File: config.mk
export PLATFORM = sky130hd
export DESIGN_NAME = store_bmp
export DESIGN_NICKNAME = d
export VERILOG_FILES = /design/src/rtl/store_bmp.sv
export SDC_FILE = /design/constraint.sdc
export NUM_CORES = 1
export LEC_CHECK = 0
export CORE_ASPECT_RATIO = 1.2
export CORE_MARGIN = 5
export CORE_UTILIZATION = 45
export CTS_BUF_LIST = sky130_fd_sc_hd__clkbuf_2
export CTS_CLUSTER_SIZE = 14
export DETAILED_ROUTE_END_ITERATION = 12
export GPL_ROUTABILITY_DRIVEN = 0
export MAX_ROUTING_LAYER = met4
export PLACE_DENSITY = 0.76
export SYNTH_ARGS = -nofsm -noshare
export SYNTH_HDL_FRONTEND = slang
export SYNTH_SLANG_ARGS = --single-unit
export TNS_END_PERCENT = 20
File: constraint.sdc
create_clock -name clk -period 2.8 [get_ports clk]
set_input_delay 0.28 -clock clk [delete_from_list [all_inputs] [get_ports clk]]
set_output_delay 0.28 -clock clk [all_outputs]
set_load 0.02 [all_outputs]
File: src/rtl/store_bmp.sv
// store_bmp: reads a processed image (header followed by one gray byte per pixel)
// back from RAM and streams it out byte by byte with a valid/ready handshake.
// Header bytes pass through once; pixel bytes are emitted three times (B, G, R)
// when EXPAND=1, or once when EXPAND=0.
module store_bmp #(
   parameter int unsigned BYTE_WIDTH = 8,
   parameter int unsigned ADDR_WIDTH = 20,
   parameter int unsigned HDR_SIZE   = 54,
   parameter int unsigned SRC_SIZE   = 54 + 65536,
   parameter int unsigned EXPAND     = 1
) (
   input  logic                  clk,
   input  logic                  rst_n,
   input  logic                  start,
   input  logic [BYTE_WIDTH-1:0] RAM_Q,
   output logic                  RAM_rd,
   output logic [ADDR_WIDTH-1:0] RAM_addr,
   output logic                  out_valid,
   output logic [BYTE_WIDTH-1:0] out_data,
   input  logic                  out_ready,
   output logic                  busy,
   output logic                  done
);

   localparam logic [ADDR_WIDTH-1:0] HdrSize = ADDR_WIDTH'(HDR_SIZE);
   localparam logic [ADDR_WIDTH-1:0] SrcLast = ADDR_WIDTH'(SRC_SIZE - 1);
   localparam logic                  NoExpand = (EXPAND == 0);

   typedef enum logic [2:0] {StIdle, StFetch, StLatch, StEmit, StDone} state_e;

   state_e                  state_q, state_d;
   logic [ADDR_WIDTH-1:0]   addr_q, addr_d;
   logic [BYTE_WIDTH-1:0]   hold_q, hold_d;
   logic [1:0]              rep_q, rep_d;
   logic                    byte_complete;

   // A byte is finished after one copy in the header or non-expanded mode,
   // otherwise after the third copy.
   assign byte_complete = (addr_q < HdrSize) || NoExpand || (rep_q == 2'd2);

   // State and datapath registers; reset abandons any transfer in flight.
   always_ff @(posedge clk or negedge rst_n) begin
      if (!rst_n) begin
         state_q <= StIdle;
         addr_q  <= '0;
         hold_q  <= '0;
         rep_q   <= 2'd0;
      end else begin
         state_q <= state_d;
         addr_q  <= addr_d;
         hold_q  <= hold_d;
         rep_q   <= rep_d;
      end
   end

   // Next-state and datapath update.
   always_comb begin
      state_d = state_q;
      addr_d  = addr_q;
      hold_d  = hold_q;
      rep_d   = rep_q;
      unique case (state_q)
         StIdle: begin
            if (start) begin
               state_d = StFetch;
               addr_d  = '0;
            end
         end
         StFetch: begin
            state_d = StLatch;
         end
         StLatch: begin
            // RAM_Q is valid now, one cycle after the read strobe.
            hold_d  = RAM_Q;
            rep_d   = 2'd0;
            state_d = StEmit;
         end
         StEmit: begin
            if (out_ready) begin
               if (byte_complete) begin
                  if (addr_q == SrcLast) begin
                     state_d = StDone;
                  end else begin
                     addr_d  = addr_q + ADDR_WIDTH'(1);
                     state_d = StFetch;
                  end
               end else begin
                  rep_d = rep_q + 2'd1;
               end
            end
         end
         StDone: begin
            state_d = StIdle;
         end
         default: begin
            state_d = StIdle;
         end
      endcase
   end

   // Moore outputs decoded from the state; data comes straight from the hold register.
   always_comb begin
      RAM_rd    = (state_q == StFetch);
      out_valid = (state_q == StEmit);
      busy      = (state_q != StIdle);
      done      = (state_q == StDone);
      RAM_addr  = addr_q;
      out_data  = hold_q;
   end

endmodule

* Yosys cells after proc, flatten, opt, wreduce, memory -nomap -nowiden
Index checks and enable logic that the tools add are counted.
Word-level totals: flip-flop bits (word level) 33, output and inout bits 32
Operators by class: mux-type cells 13, equal/unequal tests 11, add/subtract/negate cells 2, $lt $le $gt $ge 1, reductions and logical operators 8
Operators by type and width (count):
- $mux W20 | 4
- $pmux W20 S2 | 1
- $add A20 B1 Y20 const B | 1
- $eq A20 B17 Y1 const B | 1
- $lt A20 B6 Y1 const B | 1
- $mux W3 | 4
- $pmux W3 S4 | 1
- $eq A3 B2 Y1 const B | 2
- $ne A2 B2 Y1 const B | 3
- $reduce_and A3 Y1 | 2
- $reduce_and A5 Y1 | 1
- $mux W2 | 2
- $ne A2 B1 Y1 const B | 2
- $pmux W2 S2 | 1
- $reduce_bool A2 Y1 | 2
- $eq A3 B1 Y1 const B | 1
- $eq A3 B3 Y1 const B | 1
- $logic_not A3 Y1 | 1
- $reduce_bool A3 Y1 | 1
- $add A2 B1 Y2 const B | 1
- $eq A2 B2 Y1 const B | 1
- $logic_or A1 B1 Y1 | 1

* Logic depth before layout (Yosys ltp)
Gate-level depths: netlist (run 1).
depth after elaboration 5, gate-level depth with buffers 10

* Worst setup path before layout (run 1)
No wires, ideal clock.
kind reg2reg, start point register addr_q[6] (netlist: RAM_addr[6]), end point register addr_q[1] (netlist: RAM_addr[1]), data arrival time 2285 ps, library setup time 127 ps, path slack 387 ps, data required time 2673 ps, stages on the path, launching flop included 8, cells stage by stage dfrtp_1 -> buf_6 -> nor4_2 -> nand4_1 -> or4b_1 -> a221oi_2 -> buf_4 -> mux2_1
On the way: longest elaborated chain between the ends 4, elaborated cells between the ends (all ways) 6
Ends and longest elaborated chain:
- start: declaration | line 32 | logic [ADDR_WIDTH-1:0] addr_q, addr_d;
- start signal: assignment | line 50 | addr_q <= addr_d;
- $lt A20 B6 Y1 | line 39 | assign byte_complete = (addr_q < HdrSize) || NoExpand || (rep_q == 2'd2);
- $logic_or A1 B1 Y1 | line 39
- $ne A2 B1 Y1 (no source line)
- $reduce_and A5 Y1 (no source line) (*)
Every way passes the cells marked *; elsewhere a longest branch is shown, timed or not. A chain may end at the register's enable or synchronous reset.

* Worst setup path after layout (run 1)
start point register addr_q[7] (netlist: RAM_addr[7]), end point register addr_q[3] (netlist: RAM_addr[3])
The elaborated chain is that of the path after synthesis.

==> results of run 1 <==
worst register-to-register path: stages, from the launching register on:
cell	delay [ps]
dfrtp_1	500
nor4_2	290
nand4_1	250
or4b_1	550
a221oi_2	340
buf_4	250
a31oi_1	100
sequential cells by signal (all words and copies together) (netlist names):
register and count:
RAM_addr 20, out_data 8, rep_q 2, state_q 3
cells by family after synthesis:
kind of cell,count (synthesis),synth area share
AO/OA/AOI/OAI,55,0.1968
multiplexers,10,0.06104
buffers and inverters,18,0.04595
AND/OR/NAND/NOR,76,0.2229
flip-flops,33,0.4527
adder cells (fa/ha/maj),3,0.02058
per-stage QoR:
step / hold WS [ps] / setup WS (ps)
after floorplan: -15.59 / 387.2
after global placement: 488.2 / 428.0
after detailed placement: 494.8 / 435.8
after CTS: 306.5 / 124.1
after global routing: 297.0 / 172.8
final: 304.6 / 412.1
routing by layer:
metal / GRT usage / up-vias
met3: 0.04366 / 8
met2: 0.2845 / 75
met5: - / -
met1: 0.2542 / 823
met4: 0.07555 / 0
li1: - / 827
area by class of cell:
class	instances	area (um^2)	share of cell area
clock buffers	6	30.03	0.01273
flip-flops and latches	33	828.3	0.3510
multi-input cells	144	914.6	0.3876
repair buffers	50	485.5	0.2057
clock inverters	1	3.754	0.001591
well taps	54	67.56	0.02863
inverters	8	30.03	0.01273
how the worst max path moves through the flow:
| stage | from | endpoint |
|---|---|---|
| finish | RAM_addr[7]$_DFFE_PN0P_ | RAM_addr[3]$_DFFE_PN0P_ |
| global route | RAM_addr[12]$_DFFE_PN0P_ | RAM_addr[3]$_DFFE_PN0P_ |
| CTS | state_q[1]$_DFFE_PN0P_ | out_valid |
| detailed placement | RAM_addr[6]$_DFFE_PN0P_ | RAM_addr[4]$_DFFE_PN0P_ |
| global placement | RAM_addr[7]$_DFFE_PN0P_ | RAM_addr[4]$_DFFE_PN0P_ |
| floorplan | RAM_addr[6]$_DFFE_PN0P_ | RAM_addr[1]$_DFFE_PN0P_ |
report_power, final:
group          internal [mW]  total, mW  switching (mW)
clock                 0.0583      0.209           0.151
combinational          0.455      0.975           0.520
sequential             0.598      0.735           0.137
total                   1.11       1.92           0.808
repair_timing:
item	4_1_cts	5_1_grt
endpoints found under the setup margin	0	1
gates resized for setup	0	3
hold buffers	0	0
cells in the final DEF (no fill, tap or decap), types with 2 or more instances in the layout:
cell	synthesis	final
ha_1	3	3
o21ai_1	2	2
nand2b_1	2	2
a31oi_1	22	22
o21ai_0	6	6
nand4_1	4	4
dfrtp_2	0	2
a41oi_1	6	6
nor3b_1	2	2
or2_2	2	2
o21a_1	2	2
and4_1	2	2
clkbuf_2	0	6
nor3_1	3	3
a21oi_1	10	10
mux2_2	8	8
nand3_1	11	11
nor2_1	9	9
dfrtp_1	33	31
buf_4	1	7
nand2_1	21	21
inv_1	8	8
or4_1	2	2
and2_1	3	3
and3_1	7	7
clkdlybuf4s50_1	0	42
==> run summary, run 1 <==
Max H-tree Level: 2
I/O Buffers: 43
RSZ-0062 raised after global routing: no
max incr delay on CP: 550 ps
vias in the first global route: 1,768
final instance area: 0.002360 mm^2
area leader, netlist: dfrtp_1
peak supply drop: 0.2715 mV
final WL: 4644 um
outcome: complete, no violations
IO Count: 44
via count: 1,733
met3 routed WL: 329 um
WL/cell: 15.69 um
worst path required time: 3040 ps
Synth area leaders: dfrtp_1, a31oi_1, mux2_2
highest clock rate: 418.8 MHz
post-DP HPWL: 3274 um
DP Cell Count: 289
Area after DPL: 0.002321 mm^2
CTS max path bufs: 2
Final Max Slew Viols: 0
Top FF cell, synth: dfrtp_1
DIE AREA: 0.005432 mm^2
ys async rst share: 1.000
setup TNS: 0 ps
postcts setup bufs: 0
Unique masters post-synth: 43
Layout fillers: 374
crit path buf inv count: 1
P_leak: 1.010 nW
vias per cell: 5.855
Mapped Area: 0.001824 mm^2
Mapped Avg Cell Area: 9.355 um^2
Rows: 25
Power Density: 813.3 mW/mm^2
R2R cell count: 6
Startpoint Class: register
Ys Warns: 0
CTS tree: done
Area Growth Syn to Fin: 29.36%
Clock Latency Late Sink: 360 ps
EDFF count, synth: 0
uppermost routed layer: met4
critical path class: register to register
Antenna Nets Post-Route: 0
Slew HR: 0.5315
critical path arrival: 2620 ps
min cycle time layout: 2388 ps
Post-Route M1 WL: 2051 um
Post-synth top cells: dfrtp_1, a31oi_1, nand2_1
CTS buffer count: 5
FF-to-FF Start: RAM_addr[7]$_DFFE_PN0P_
starting density of the core: 0.4629
share of cells above drive strength 1: 0.1116
Worst Max-Slew Pin Slew: 693.9 ps
max cap viols: 0
initial drt markers: 112
# nets final: 257
Final Util: 0.5987
grt ovf: 0
WL met2: 2191 um
HP Class: primary input to async pin
largest net degree at the start of global routing: 34
CP Cell Sequence: nor4_2 -> nand4_1 -> or4b_1 -> a221oi_2 -> buf_4 -> a31oi_1
Sink Count: 33
count leader, synth: dfrtp_1
Setup-failing EPs final: 0
initial antenna violation count: 0
FF-to-FF End: RAM_addr[3]$_DFFE_PN0P_
Synth Register Bits: 33
critical path's top delay family: simple AND/OR/NAND/NOR gates
Pre-antenna DRT Iters: 4
post-synthesis sequential area ratio: 0.4527
Slowest-stage cell, CP: or4b_1
Total Power: 1.919 mW
Worst R2R Setup Slack: 410 ps
non-filler cells, final: 296
clock skew: 15.27 ps
die height: 79.75 um
Crit path depth: 6
period utilisation layout: 0.8528
Clock Pin Slew Worst Setup and Hold Paths: 160 ps
CTS root buffer: clkbuf_2
final hold vios: 0
top cell type's share of synthesized area: 0.4527
GRT Total Usage: 0.1925
Placeable Area: 0.003941 mm^2
DRC: 0
syn_nets: 210
CP max FO: 11
first-pass GRT wire length: 7928 um
Antenna Diode Count: 0
synthesized instance count: 195
die width: 68.12 um
element type at the critical path end: register
(Power assumes the default switching activity.)
==> run 2, diff against run 1 <==
CELL_PAD_IN_SITES_DETAIL_PLACEMENT = 0   (was unset)
CELL_PAD_IN_SITES_GLOBAL_PLACEMENT = 1   (was unset)
CORE_UTILIZATION = 38   (was 45)
PLACE_DENSITY = 0.83   (was 0.76)
==> run summary, run 2 (same netlist as run 1, synthesis figures left out) <==
Power Density: 822.7 mW/mm^2 (+1.2%)
Slew HR: 0.5581 (+0.02659)
Sequential Power Share: 0.377 (-0.006)
HP Class: primary input to async pin
hold buffer count at CTS: 0 (unchanged)
GRT Total Usage: 0.1649 (-0.02763)
grt ovf: 0 (unchanged)
I/O Buffers: 43 (unchanged)
Startpoint Class: register
initial drt markers: 78 (-30%)
Final Worst Setup Slack: 200.5 ps (-211.6 ps)
Final Max Slew Viols: 0 (unchanged)
final hold vios: 0 (unchanged)
Antenna Nets Post-Route: 0 (unchanged)
share of cells above drive strength 1: 0.1152 (+0.003656)
WL/cell: 15.57 um (-0.73%)
# nets final: 257 (unchanged)
Clock Latency Late Sink: 390 ps (+30 ps)
min cycle time layout: 2599 ps (+211.6 ps)
max reg flops: 20 (unchanged)
initial antenna violation count: 0 (unchanged)
Worst Max-Slew Pin Slew: 654.5 ps (-39.38 ps)
DIE AREA: 0.006292 mm^2 (+16%)
Place WS: 440.1 ps (+4.313 ps)
largest net degree at the start of global routing: 34 (unchanged)
CTS max path bufs: 2 (unchanged)
Worst Setup SP: state_q[2]$_DFFE_PN0P_
P_leak: 1.014 nW (+0.39%)
Sink Count: 33 (unchanged)
Area Growth Syn to Fin: 29.77%
Fin Hold WS: 273.2 ps (-31.37 ps)
DRC: 0 (unchanged)
Antenna Diode Count: 0 (unchanged)
period utilisation layout: 0.9284 (+0.07556)
starting density of the core: 0.3942 (-0.06870)
Worst R2R Setup Slack: 380 ps (-30 ps)
Clock Pin Slew Worst Setup and Hold Paths: 180 ps (+20 ps)
final WL: 4688 um (+0.95%)
critical path class: register to output port
postcts setup bufs: 0 (unchanged)
combinational power share: 0.506 (-0.002)
element type at the critical path end: output port
most frequent cells in the layout: clkdlybuf4s50_1, dfrtp_1, a31oi_1, nand2_1, nand3_1
die height: 85.90 um (+7.7%)
die width: 73.25 um (+7.5%)
commonest non-fill, non-tap cell in the layout: clkdlybuf4s50_1
Setup-failing EPs final: 0 (unchanged)
post-DP HPWL: 3342 um (+2.1%)
Rows: 27 (+8.0%)
first-pass GRT wire length: 8031 um (+1.3%)
CTS root buffer: clkbuf_2
Pre-antenna DRT Iters: 4 (unchanged)
Placeable Area: 0.004628 mm^2 (+17%)
Clk pwr share: 0.117 (+0.008)
crit path capture: out_valid
peak supply drop: 0.3105 mV (+14%)
max cap viols: 0 (unchanged)
FF-to-FF End: RAM_addr[7]$_DFFE_PN0P_
outcome: complete, no violations
CTS resizes: 0 (unchanged)
NetSw: 0.8313 mW (+2.9%)
CTS buffer count: 5 (unchanged)
vias per cell: 5.641 (-3.6%)
IO Count: 44 (unchanged)
CP max FO: 9 (-2)
worst path required time: 2520 ps (-520 ps)
internal power: 1.116 mW (+0.47%)
CTS tree: done
FF-to-FF Start: RAM_addr[6]$_DFFE_PN0P_
Final Util: 0.5115 (-0.08724)
Max H-tree Level: 2 (unchanged)
critical path arrival: 2320 ps (-300 ps)
Sw Ratio: 0.4268 (+0.005737)
R2R cell count: 6 (unchanged)
RSZ-0062 raised after global routing: no
clock skew: 28.39 ps (+13.11 ps)
via count: 1,698 (-2.0%)
setup TNS: 0 ps (unchanged)
highest clock rate: 384.7 MHz (-8.1%)
vias in the first global route: 1,679 (-5.0%)
run 2: cell types whose count changed in the layout (fill, tap and decap cells not counted):
cell and change:
clkdlybuf4s50_1 +1, clkinv_1 -1, clkinv_2 +2, dfrtp_1 +1
dfrtp_2 -1, dlymetal6s2s_1 -1
run 2: critical path, cell delays in order, from the launching register on:
cell and delay, ps:
dfrtp_1 470, nand2b_1 240, or2_1 320, inv_1 240, clkdlybuf4s50_1 660
run 2: area by class of cell:
type / instances / area (um^2)
clock buffer: 6 / 30.03
clock inverter: 2 / 10.01
fill: 448 / 2261
inverter: 8 / 30.03
multi-input combinational: 144 / 914.6
sequential: 33 / 827.0
tap: 58 / 72.57
timing repair buffer: 50 / 483.0
run 2: worst min path at each step:
| stage | from | endpoint | cells after the start | slack [ps] |
|---|---|---|---|---|
| 2_1_floorplan | rst_n | RAM_addr[0]$_DFFE_PN0P_ | 0 | -20 |
| 3_3_place_gp | out_data[4]$_DFFE_PN0P_ | out_data[4]$_DFFE_PN0P_ | 1 | 490 |
| 3_5_place_dp | out_data[5]$_DFFE_PN0P_ | out_data[5]$_DFFE_PN0P_ | 1 | 500 |
| 4_1_cts | rst_n | RAM_addr[6]$_DFFE_PN0P_ | 2 | 270 |
| 5_1_grt | rst_n | out_data[7]$_DFFE_PN0P_ | 2 | 270 |
| 6_report | rst_n | RAM_addr[17]$_DFFE_PN0P_ | 2 | 270 |
run 2: metrics by stage:
stage / area (um^2) / power [mW] / cells
final: 2367 / 1.948 / 301
after global routing: 2367 / 2.117 / 301
after CTS: 2366 / 1.969 / 301
after detailed placement: 2326 / 1.740 / 293
after global placement: 2326 / 1.723 / 293
after floorplan: 1824 / 1.333 / 195
run 2: metal layers:
layer  global-route usage  vias to the layer above  part of all wire
met1               0.2143                      816              0.47
met4              0.04530                        0             0.012
met3              0.04572                        5             0.063
li1                     -                      829                 -
met5                    -                        -                 0
met2               0.2506                       48              0.46
run 2: power groups by stage:
stage          registers [mW]  clock network, mW  logic (mW)
2_1_floorplan           0.815                  0       0.519
3_3_place_gp            0.736                  0       0.987
3_5_place_dp            0.745                  0       0.994
4_1_cts                 0.734              0.238       0.997
5_1_grt                 0.767              0.257        1.09
6_report                0.735              0.227       0.985
==> run 3, diff against run 2 <==
RECOVER_POWER = 50   (was unset)
clock period = 2.85 ns   (was 2.8 ns; I/O delays follow)
==> run summary, run 3 (same netlist as run 1, synthesis figures left out) <==
CP most frequent cell: inv_1
CTS root buffer: clkbuf_2
Worst Setup SP: state_q[0]$_DFFE_PN0P_
die height: 85.90 um (unchanged)
Antenna Diode Count: 0 (unchanged)
DRC: 0 (unchanged)
# nets final: 256 (-0.39%)
min cycle time layout: 2617 ps
Worst Max-Slew Pin Slew: 1785 ps (+1130 ps)
FF-to-FF End: RAM_addr[16]$_DFFE_PN0P_
Place WS: 476.0 ps (+35.90 ps)
WL/cell: 15.53 um (-0.31%)
CTS tree: done
critical path class: register to output port
grt ovf: 0 (unchanged)
Power Density: 796.9 mW/mm^2 (-3.1%)
Clock Pin Slew Worst Setup and Hold Paths: 180 ps (about the same)
combinational power share: 0.503 (-0.003)
critical path arrival: 2330 ps (about the same)
peak supply drop: 0.2755 mV (-11%)
Area after DPL: 0.002318 mm^2 (-0.32%)
Sink Count: 33 (unchanged)
element type at the critical path end: output port
CTS buffer count: 5 (unchanged)
commonest non-fill, non-tap cell in the layout: dfrtp_1
R2R cell count: 6 (unchanged)
max reg flops: 20 (unchanged)
outcome: finished with violations
max incr delay on CP: 670 ps (about the same)
clock skew: 15.45 ps (-12.94 ps)
Fin Hold WS: 499.4 ps (+226.2 ps)
Final Worst Setup Slack: 233.1 ps (+32.61 ps)
largest net degree at the start of global routing: 34 (unchanged)
FF-to-FF Start: RAM_addr[6]$_DFFE_PN0P_
Clk pwr share: 0.114 (-0.003)
NetSw: 0.8113 mW (-2.4%)
GRT Total Usage: 0.1645 (-0.0003724)
Setup-failing EPs final: 0 (unchanged)
Final Util: 0.5072 (-0.004326)
final instance area: 0.002347 mm^2 (-0.85%)
initial antenna violation count: 0 (unchanged)
Pre-antenna DRT Iters: 4 (unchanged)
CP Cell Sequence: inv_1 -> or2_1 -> inv_1 -> clkdlybuf4s50_1
most frequent cells in the layout: dfrtp_1, clkdlybuf4s50_1, a31oi_1, nand2_1, dlygate4sd3_1
Slew HR: -0.1899 (-0.7480)
CTS max path bufs: 2 (unchanged)
worst path required time: 2570 ps (+50 ps)
post-DP HPWL: 3357 um (+0.43%)
Sw Ratio: 0.4337 (+0.006871)
Startpoint Class: register
crit path capture: out_valid
vias in the first global route: 1,596 (-4.9%)
Clock Latency Late Sink: 380 ps (about the same)
Max H-tree Level: 2 (unchanged)
share of cells above drive strength 1: 0.09504 (-0.02019)
die width: 73.25 um (unchanged)
hold buffer count at CTS: 0 (unchanged)
RSZ-0062 raised after global routing: no
Worst R2R Setup Slack: 390 ps (about the same)
Rows: 27 (unchanged)
Antenna Nets Post-Route: 0 (unchanged)
I/O Buffers: 43 (unchanged)
IO Count: 44 (unchanged)
min-delay src: RAM_Q[5]
starting density of the core: 0.3942 (unchanged)
Sequential Power Share: 0.383 (+0.006)
Slowest-stage cell, CP: clkdlybuf4s50_1
CP max FO: 11 (+2)
period utilisation layout: 0.9182
highest clock rate: 382.1 MHz
failing checks: capacitance limit, slew limit
Final Max Slew Viols: 34 (+34)
vias per cell: 5.773 (+2.3%)
initial drt markers: 94 (+21%)
final hold vios: 0 (unchanged)
Placeable Area: 0.004628 mm^2 (unchanged)
internal power: 1.059 mW (-5.1%)
Area Growth Syn to Fin: 28.67%
HP Class: primary input to register
P_leak: 1.005 nW (-0.85%)
max cap viols: 1 (+1)
via count: 1,732 (+2.0%)
setup TNS: 0 ps (unchanged)
final WL: 4658 um (-0.64%)
DIE AREA: 0.006292 mm^2 (unchanged)
first-pass GRT wire length: 7817 um (-2.7%)
==> run 3: what timing repair did <==
action | in CTS | in global routing
buffers inserted | 0 | 0
setup endpoints to repair | 0 | 1
gates resized for setup | 0 | 1
hold endpoints to repair | 0 | 0
==> run 3: through the flow <==
step | power [mW] | std cells
after floorplan | 1.310 | 195
after global placement | 1.685 | 292
after detailed placement | 1.705 | 292
after CTS | 1.922 | 300
after global routing | 2.029 | 300
final | 1.871 | 300
==> run 3: power groups by stage <==
stage	clock network, mW	logic, mW	registers (mW)
floorplan	0	0.509	0.801
global placement	0	0.962	0.723
detailed placement	0	0.974	0.731
CTS	0.224	0.978	0.720
global route	0.240	1.04	0.745
finish	0.213	0.941	0.717
==> run 3: how the worst min path moves through the flow <==
stage | endpoint | cells past startpoint
finish | out_data[5]$_DFFE_PN0P_ | 2
floorplan | RAM_addr[0]$_DFFE_PN0P_ | 0
global placement | out_data[4]$_DFFE_PN0P_ | 1
detailed placement | out_data[5]$_DFFE_PN0P_ | 1
global route | out_data[6]$_DFFE_PN0P_ | 2
CTS | out_data[3]$_DFFE_PN0P_ | 2
==> run 3: layer usage <==
metal / track usage / wire, um / up-vias / share of wire
met5: - / 0 / - / 0
met3: 0.05158 / 336 / 10 / 0.072
met1: 0.2009 / 2079 / 835 / 0.45
met4: 0.04866 / 70 / 0 / 0.015
met2: 0.2587 / 2172 / 57 / 0.47
li1: - / - / 830 / -
==> run 3: critical path: cells and delay by family (launching register included) <==
family,cells,cell delay [ps]
buffers and inverters,3,1080
DFF,1,560
and+or+nand+nor,1,330
==> run 3: layout make-up <==
class	count	area, um^2
Fill cell	476	2281
Multi-Input combinational cell	144	908.4
Sequential cell	33	827.0
Timing Repair Buffer	49	471.7
Tap cell	58	72.57
Inverter	8	30.03
Clock buffer	5	25.02
Clock inverter	3	12.51
